<file path="src/rtl/multi_lane_transmitter.sv">
// Multi-lane SDR/DDR test transmitter: per-lane test words serialised MSB-first on a shared
// forwarded clock. Define MULTI_LANE_TRANSMITTER_PRBS_EN to source words from per-lane PRBS7.
module multi_lane_transmitter #(
  parameter int unsigned WIDTH = 8,
  parameter int unsigned LANES = 1,
  parameter string       MODE  = "SDR"
) (
  input  logic                   CLK,
  input  logic                   RST,
  input  logic                   EN,
  output logic                   BUSY,
  output logic                   O_STB,
  output logic [LANES*WIDTH-1:0] O_DAT,
  output logic                   S_CLK,
  output logic                   S_CE,
  output logic                   S_FRM,
  output logic [LANES-1:0]       S_DAT
);
  localparam bit          IsDdr = (MODE == "DDR");
  localparam int unsigned BitW  = $clog2(WIDTH);

  typedef enum logic {StIdle, StRun} state_e;

  state_e                 state_q, state_d;
  logic [1:0]             ph_q, ph_d, ph_inc;
  logic [BitW-1:0]        bit_q, bit_d;
  logic [WIDTH-1:0]       shift_q [LANES];
  logic [WIDTH-1:0]       shift_d [LANES];
  logic [WIDTH-1:0]       new_word [LANES];
  logic                   busy_q, busy_d, stb_q, stb_d, sclk_q, sclk_d;
  logic                   ce_q, ce_d, frm_q, frm_d;
  logic [LANES*WIDTH-1:0] odat_q, odat_d;
  logic [LANES-1:0]       sdat_q, sdat_d;
  logic                   bit_edge, last_bit, load;

`ifdef MULTI_LANE_TRANSMITTER_PRBS_EN
  logic [6:0] lfsr_q [LANES];
  logic [6:0] lfsr_d [LANES];
  logic [6:0] lfsr_next [LANES];

  // x^7+x^6+1 Fibonacci: each new feedback bit is also the transmitted bit.
  function automatic logic [WIDTH+6:0] prbs_word(input logic [6:0] seed);
    logic [6:0]       s;
    logic [WIDTH-1:0] w;
    s = seed;
    w = '0;
    for (int b = 0; b < WIDTH; b++) begin
      w = {w[WIDTH-2:0], s[6] ^ s[5]};
      s = {s[5:0], s[6] ^ s[5]};
    end
    return {w, s};
  endfunction

  always_comb begin
    for (int l = 0; l < LANES; l++) begin
      {new_word[l], lfsr_next[l]} = prbs_word(lfsr_q[l]);
    end
  end
`else
  logic [WIDTH-1:0] base_q, base_d;

  always_comb begin
    for (int l = 0; l < LANES; l++) begin
      new_word[l] = base_q + WIDTH'(l);
    end
  end
`endif

  always_comb begin
    state_d = state_q;
    ph_d    = ph_q;
    bit_d   = bit_q;
    shift_d = shift_q;
    odat_d  = odat_q;
    stb_d   = 1'b0;
    ce_d    = 1'b0;
    load    = 1'b0;
`ifdef MULTI_LANE_TRANSMITTER_PRBS_EN
    lfsr_d  = lfsr_q;
`else
    base_d  = base_q;
`endif
    ph_inc   = ph_q + 2'd1;
    // SDR bits start on entry to ph 2; DDR bits on entry to ph 1 and ph 3.
    bit_edge = IsDdr ? ph_inc[0] : (ph_inc == 2'd2);
    last_bit = (bit_q == BitW'(WIDTH - 1));

    case (state_q)
      StIdle: begin
        if (EN) begin
          load    = 1'b1;
          state_d = StRun;
          ph_d    = IsDdr ? 2'd3 : 2'd2;
        end
      end
      StRun: begin
        ph_d = ph_inc;
        if (bit_edge) begin
          if (!last_bit) begin
            bit_d = bit_q + BitW'(1);
            ce_d  = 1'b1;
            for (int l = 0; l < LANES; l++) shift_d[l] = shift_q[l] << 1;
          end else if (EN) begin
            load = 1'b1;
          end else begin
            state_d = StIdle;
            ph_d    = 2'd0;
          end
        end
      end
      default: state_d = StIdle;
    endcase

    if (load) begin
      bit_d = '0;
      ce_d  = 1'b1;
      stb_d = 1'b1;
      for (int l = 0; l < LANES; l++) begin
        shift_d[l]                = new_word[l];
        odat_d[l*WIDTH +: WIDTH]  = new_word[l];
      end
`ifdef MULTI_LANE_TRANSMITTER_PRBS_EN
      lfsr_d = lfsr_next;
`else
      base_d = base_q + WIDTH'(LANES);
`endif
    end

    busy_d = (state_d == StRun);
    frm_d  = busy_d && (bit_d == '0);
    sclk_d = busy_d && !ph_d[1];
    for (int l = 0; l < LANES; l++) sdat_d[l] = busy_d & shift_d[l][WIDTH-1];
  end

  always_ff @(posedge CLK) begin
    if (RST) begin
      state_q <= StIdle;
      ph_q    <= '0;
      bit_q   <= '0;
      for (int l = 0; l < LANES; l++) shift_q[l] <= '0;
      busy_q  <= 1'b0;
      stb_q   <= 1'b0;
      odat_q  <= '0;
      sclk_q  <= 1'b0;
      ce_q    <= 1'b0;
      frm_q   <= 1'b0;
      sdat_q  <= '0;
`ifdef MULTI_LANE_TRANSMITTER_PRBS_EN
      for (int l = 0; l < LANES; l++) lfsr_q[l] <= 7'(l + 1);
`else
      base_q  <= '0;
`endif
    end else begin
      state_q <= state_d;
      ph_q    <= ph_d;
      bit_q   <= bit_d;
      shift_q <= shift_d;
      busy_q  <= busy_d;
      stb_q   <= stb_d;
      odat_q  <= odat_d;
      sclk_q  <= sclk_d;
      ce_q    <= ce_d;
      frm_q   <= frm_d;
      sdat_q  <= sdat_d;
`ifdef MULTI_LANE_TRANSMITTER_PRBS_EN
      lfsr_q  <= lfsr_d;
`else
      base_q  <= base_d;
`endif
    end
  end

  assign BUSY  = busy_q;
  assign O_STB = stb_q;
  assign O_DAT = odat_q;
  assign S_CLK = sclk_q;
  assign S_CE  = ce_q;
  assign S_FRM = frm_q;
  assign S_DAT = sdat_q;

endmodule
</file>
<file path="config.mk">
export PLATFORM = sky130hd
export DESIGN_NAME = multi_lane_transmitter
export DESIGN_NICKNAME = d
export VERILOG_FILES = /design/src/rtl/multi_lane_transmitter.sv
export SDC_FILE = /design/constraint.sdc
export NUM_CORES = 1
export LEC_CHECK = 0
export CORE_UTILIZATION = 48
export DETAILED_ROUTE_END_ITERATION = 10
export GPL_TIMING_DRIVEN = 0
export HOLD_SLACK_MARGIN = 0.08
export PLACE_DENSITY = 0.77
export SYNTH_ARGS = -nofsm -noshare
export SYNTH_HDL_FRONTEND = slang
export SYNTH_SLANG_ARGS = --single-unit
</file>
<file path="constraint.sdc">
create_clock -name CLK -period 2.54 [get_ports CLK]
set_clock_uncertainty 0.15 [all_clocks]
set_input_delay 0.254 -clock CLK [delete_from_list [all_inputs] [get_ports CLK]]
set_output_delay 0.254 -clock CLK [all_outputs]
set_load 0.02 [all_outputs]
</file>
==> reports/metrics.cfg, run 1 <==
[setup_path]
reg2reg_depth = 7
r2r_slack_ps = 470
r2r-end = O_DAT[3]
crit_type = reg2reg
rr_startpoint = bit_q[0]
cp-start-kind = flop
worstPathArrival_ps = 2190
cp-end-kind = flop
required_ps = 2660
critPathMaxFanout = 10

[timing]
finalMaxSlewViolations = 0
worst_hold_slack_ps = 312
max_freq_mhz = 482
hold_violations = 0
rsz0062_at_grt = false
fin_setup_tns_ps = 0
tightest_slew_ps = 622
fin_ws_ps = 467
final-setup-viol-count = 0
timing.slew.headroom_pct = 58.5
finalCritPeriodShare_pct = 81.6
fin_crit_ps = 2070

[detailed_routing]
drt_wl_total_microns = 3140
drc_errors = 0
drt_first_pass_iters = 4
viasPerCell = 5.49
drtIter0Drc = 62
avgRoutedWirePerCell_microns = 13.8
dr_total_vias = 1247
drtAntennaViolNets = 0

[hold_path]
min-delay-start = O_DAT[0]
hp-class = reg2reg
hold_depth = 2
hold_end = O_DAT[0]

[place]
io_buffers = 15
dp_hpwl_microns = 2350
gp_congestion = 0.796
place_ws_ps = 523

[outcome]
outcome = finished clean

[yosys]
syn-cell-area_sq_mm = 0.00155
seq_area_frac_synth_pct = 45.3
ys_seq_elements = 35
syn_area_per_cell_sq_um = 9.73
syn_inst = 159
synth_edf_count = 0
synthArstFlopShare_pct = 0
synth_nets = 165
yosys_warnings = 0
synth_flop_cell = dfxtp_1
ys_types = 39

[layout]
seq_area_sq_um = 701
syn_to_final_growth_pct = 18.4
drive_gt1_share_pct = 13.1
antenna_cells = 0
fill_cells = 289
finalNetCount = 188
multi_input_area_sq_um = 727

[grt]
grt_pass1_vias = 1170
gr-total-overflow = 0
grt_pass1_wl_microns = 5450
grt_usage_pct = 21.3
grt_max_degree = 11
antenna_found_initial = 0

[power]
p_leak_nw = 0.657
peakVddDrop_mv = 0.291
power_mw = 1.03
powerDensity_mw_per_mm2 = 564

[clock_tree]
path_clk_slew_ps = 100
numCtsBuffers = 5
insertion_delay_ps = 340
clock_path_buffers = 2
postCtsSetupBuffers = 0
cts_tree = yes
cts.sinks = 35
h-tree-depth = 2
root_buffer = clkbuf_4

[floorplan]
dieWidth_microns = 58.8
io_pins = 17
start_util_pct = 50.7
core_area_sq_mm = 0.00305
die-area_sq_mm = 0.00345
num_rows = 20
die_y_microns = 58.8

[job]
maxCapViolCount = 0

layout make-up:
class / instances / area share (%)
timing repair buffer: 16 / 8.75
buffer: 11 / 5.67
multi-input combinational: 109 / 39.7
inverter: 4 / 0.820
clock buffer: 8 / 3.76
tap: 44 / 3.01
sequential: 35 / 38.3
worst max-delay path, stage by stage (launching register included):
cell	delay, ps
dfxtp_1	420
ha_1	170
buf_4	180
nand3_4	140
a21oi_1	550
buf_6	220
nand2_1	60
a21oi_1	130
synthesized netlist by cell type (2+ instances only):
library cell	instances	area (sq um)
a2111oi_2	2	30.0
a211oi_1	8	60.1
a21oi_1	12	60.1
a221o_1	6	60.1
and3b_1	4	35.0
buf_2	3	15.0
buf_6	2	22.5
clkbuf_8	4	55.1
dfxtp_1	35	701
ha_1	3	37.5
inv_1	4	15.0
mux2i_1	2	20.0
nand2_1	25	93.8
nand3_1	3	15.0
nand4_1	2	12.5
nor2_1	14	52.6
nor3_1	2	10.0
xnor2_1	7	61.3
where the power goes:
part / total, mW / internal [mW] / switching (mW) / leakage, nW
clock: 0.343 / 0.163 / 0.180 / 0.0386
sequential: 0.575 / 0.564 / 0.0110 / 0.284
combinational: 0.113 / 0.0484 / 0.0648 / 0.334
cells in the final DEF (no fill, tap or decap), types with 5 or more instances in the layout:
master,synthesis,routed
clkbuf_8,4,6
nor2_1,14,14
dfxtp_1,35,35
a21oi_1,12,12
a221o_1,6,6
a211oi_1,8,8
clkbuf_4,0,5
clkdlybuf4s50_1,0,15
xnor2_1,7,7
nand2_1,25,25
per-layer routing:
layer  vias to the layer above  GRT usage [%]  routed length [microns]
li1                        621              -                        -
met1                       594           28.0                     1450
met2                        25           33.1                     1470
met3                         7           5.49                      168
met4                         0           9.18                       57
met5                         -              0                        0
registers in the layout, indices dropped and copies added (netlist names), 2 cells and up:
| name | count |
|---|---|
| ph_q | 2 |
| O_DAT | 8 |
| shift_q | 8 |
| bit_q | 3 |
| base_q | 8 |
worst max path at each step:
stage | end | slack [ps] | cells after the start | from
6_report | O_DAT[3] | 470 | 7 | bit_q[0]
5_1_grt | O_DAT[2] | 290 | 7 | bit_q[0]
4_1_cts | O_DAT[6] | 490 | 7 | bit_q[0]
3_5_place_dp | O_DAT[3] | 520 | 7 | bit_q[0]
3_3_place_gp | O_DAT[4] | 560 | 7 | bit_q[0]
2_1_floorplan | shift_q[1] | 800 | 6 | bit_q[0]
metrics by stage:
stage / instance area (sq um) / std cells / utilization [%]
after floorplan: 1550 / 159 / -
after global placement: 1750 / 218 / 57.4
after detailed placement: 1750 / 218 / 57.4
after CTS: 1830 / 227 / 60.0
after global routing: 1830 / 227 / 60.0
final: 1830 / 227 / 60.0
cells by family (layout without fill, tap and decap cells):
logic type,count (synthesis),in the layout,share of synthesized area (%)
simple gates,55,55,17.3
compound gates,40,40,20.7
flops,35,35,45.3
buf+inv,15,39,7.69
xor+xnor,8,8,4.53
fa+ha+maj,3,3,2.43
mux,3,3,2.02
repair_timing:
item / 4_1_cts / 5_1_grt
resized for setup: 0 / 0
hold buffers: 1 / 0
hold endpoints to repair: 1 / 0
Note: power is estimated with default switching activity, not from simulation.
==> run 2, diff against run 1 <==
- PLACE_DENSITY: 0.77 -> 0.79
- clock period: 2.54 -> 1.7 ns (I/O delays scaled with it)
==> run 2 against run 1 <==
Against the previous run:
- the flow now finishes with violations (setup timing)
- combinational power grew 84%
- fmax grew 20%
- die area is the same
- critical path depth shrank 1
- setup slack lost 490 ps
- cell area grew 8.7%
- routed wire length grew 16%
- final cell count grew 4.8%
- global-route usage grew 2.1 points
- hold slack lost 2.6 ps
==> reports/metrics.cfg, run 2 (synthesized netlist as in run 1, its figures left out) <==
[outcome]
outcome = finished with violations
violations = setup timing

[setup_path]
critPathMaxStageDelay_ps = 360  ; -190 ps
rr_startpoint = ph_q[1]
reg2reg_depth = 6  ; -1
critPathMaxFanout = 6  ; -4
cp-end-kind = flop
required_ps = 1790  ; -870 ps
critPathSlowestCell = a221o_1
r2r-end = shift_q[5]
crit_type = reg2reg
cp-start-kind = flop
worstPathCellList = inv_2 -> ha_4 -> and3_4 -> o21ai_4 -> nor2_4 -> a221o_1
worstPathArrival_ps = 1810  ; -380 ps
r2r_slack_ps = -20  ; -490 ps

[grt]
grt_max_degree = 11  ; unchanged
grt_pass1_wl_microns = 5870  ; +7.6%
gr-total-overflow = 0  ; unchanged
grt_usage_pct = 23.5  ; +2.1 points
antenna_found_initial = 0  ; unchanged
grt_pass1_vias = 1245  ; +6.4%

[floorplan]
die-area_sq_mm = 0.00345  ; unchanged
dieWidth_microns = 58.8  ; unchanged
die_y_microns = 58.8  ; unchanged
num_rows = 20  ; unchanged
core_area_sq_mm = 0.00305  ; unchanged
start_util_pct = 50.7  ; unchanged
io_pins = 17  ; unchanged

[layout]
fill_cells = 245  ; -15%
layout_commonest_cell = dfxtp_1
post-route-util_pct = 65.2  ; +5.2 points
drive_gt1_share_pct = 25.8  ; +13 points
finalNetCount = 200  ; +6.4%
syn_to_final_growth_pct = 28.6
final_cell_mix = dfxtp_1 (30), nand2_1 (25), clkdlybuf4s50_1 (14)
antenna_cells = 0  ; unchanged
final-instance-count-excl-fill = 238  ; +4.8%

[clock_tree]
cts.sinks = 35  ; unchanged
numCtsBuffers = 5  ; unchanged
root_buffer = clkbuf_4
insertion_delay_ps = 340  ; about the same
cts_tree = yes
h-tree-depth = 2  ; unchanged
path_clk_slew_ps = 100  ; about the same
clock_path_buffers = 2  ; unchanged

[power]
powerDensity_mw_per_mm2 = 773  ; +37%
p_leak_nw = 0.723  ; +10%
peakVddDrop_mv = 0.421  ; +45%

[timing]
timing.slew.headroom_pct = 71.5  ; +13 points
fin_crit_ps = 1720  ; -350 ps
tightest_slew_ps = 427  ; -195 ps
hold_violations = 0  ; unchanged
finalMaxSlewViolations = 0  ; unchanged
rsz0062_at_grt = true
final-setup-viol-count = 4  ; +4
max_freq_mhz = 580  ; +20%
finalCritPeriodShare_pct = 101  ; +20 points
fin_ws_ps = -23.3  ; -490 ps

[detailed_routing]
avgRoutedWirePerCell_microns = 15.3  ; +11%
viasPerCell = 5.54  ; +0.81%
drt_wl_total_microns = 3650  ; +16%
drt_first_pass_iters = 4  ; unchanged
drtAntennaViolNets = 0  ; unchanged
drc_errors = 0  ; unchanged
drtIter0Drc = 41  ; -34%
dr_total_vias = 1318  ; +5.7%

[place]
io_buffers = 15  ; unchanged
gp_congestion = 0.811  ; +1.9%
dp_hpwl_microns = 2270  ; -3.7%
dp_cells = 218  ; unchanged

[hold_path]
hold_end = O_DAT[3]
hold_depth = 2  ; unchanged
min-delay-start = O_DAT[3]
hp-class = reg2reg

[job]
maxCapViolCount = 0  ; unchanged

[run 2: changes by cell type in the layout (fill, tap and decap cells not counted), moves of 2 or more]
cell,before,now
ha_1,3,1
buf_4,1,13
dfxtp_2,0,4
nor2_1,14,12
dfxtp_1,35,30
ha_4,0,2
[run 2: layer usage]
layer  GRT usage [%]  up-vias  share of wire, %
met5               0        -                 0
met4            15.0        0               3.2
met3            5.93       13               5.5
met2            37.7       40                48
met1            27.9      627                43
li1                -      638                 -
[run 2: worst max path at each step]
stage	from	end	slack [ps]	depth (start not counted)
2_1_floorplan	bit_q[0]	shift_q[1]	7	6
4_1_cts	ph_q[1]	S_DAT	-40	7
3_5_place_dp	bit_q[0]	O_DAT[4]	-340	7
6_report	ph_q[1]	shift_q[5]	-20	6
5_1_grt	ph_q[1]	shift_q[1]	-80	6
3_3_place_gp	bit_q[0]	O_DAT[3]	-260	7
[run 2: cell type report]
cell class	count	area, sq um	share of cell area (%)
repair buffers	30	270	13.6
inverters	4	15.0	0.755
clock buffers	6	51.3	2.58
flip-flops and latches	35	709	35.7
clock inverters	1	5.00	0.252
plain buffers	9	85.1	4.28
multi-input cells	109	798	40.1
well taps	44	55.1	2.77
[run 2: stage by stage]
| step | area, sq um | hold slack [ps] | power (mW) | worst slack, ps | TNS [ps] |
|---|---|---|---|---|---|
| floorplan | 1560 | 102 | 0.994 | 6.93 | 0 |
| global placement | 1770 | 291 | 1.04 | -264 | -4840 |
| detailed placement | 1770 | 296 | 1.05 | -340 | -6410 |
| CTS | 1950 | 310 | 1.54 | -40.4 | -171 |
| global route | 1990 | 328 | 1.59 | -75.4 | -256 |
| finish | 1990 | 309 | 1.54 | -23.3 | -61.9 |
[run 2: power breakdown]
part           switching (mW)  internal, mW
Clock                   0.275         0.191
Sequential             0.0189         0.843
Combinational           0.113        0.0959
[run 2: worst max-delay path: cells and delay by family, from the launching register on]
family | cells | cell delay, ps
AO/OA/AOI/OAI | 2 | 620
flip-flops | 1 | 350
buffers and inverters | 1 | 40
AND/OR/NAND/NOR | 2 | 260
adder cells (fa/ha/maj) | 1 | 180
[run 2: timing repair]
action,4_1_cts,5_1_grt
hold buffers,1,0
setup endpoints to repair,26,20
gates resized for setup,17,4
endpoints found under the hold margin,3,0
setup buffers,6,7
gates cloned,2,0
pin swaps,9,12
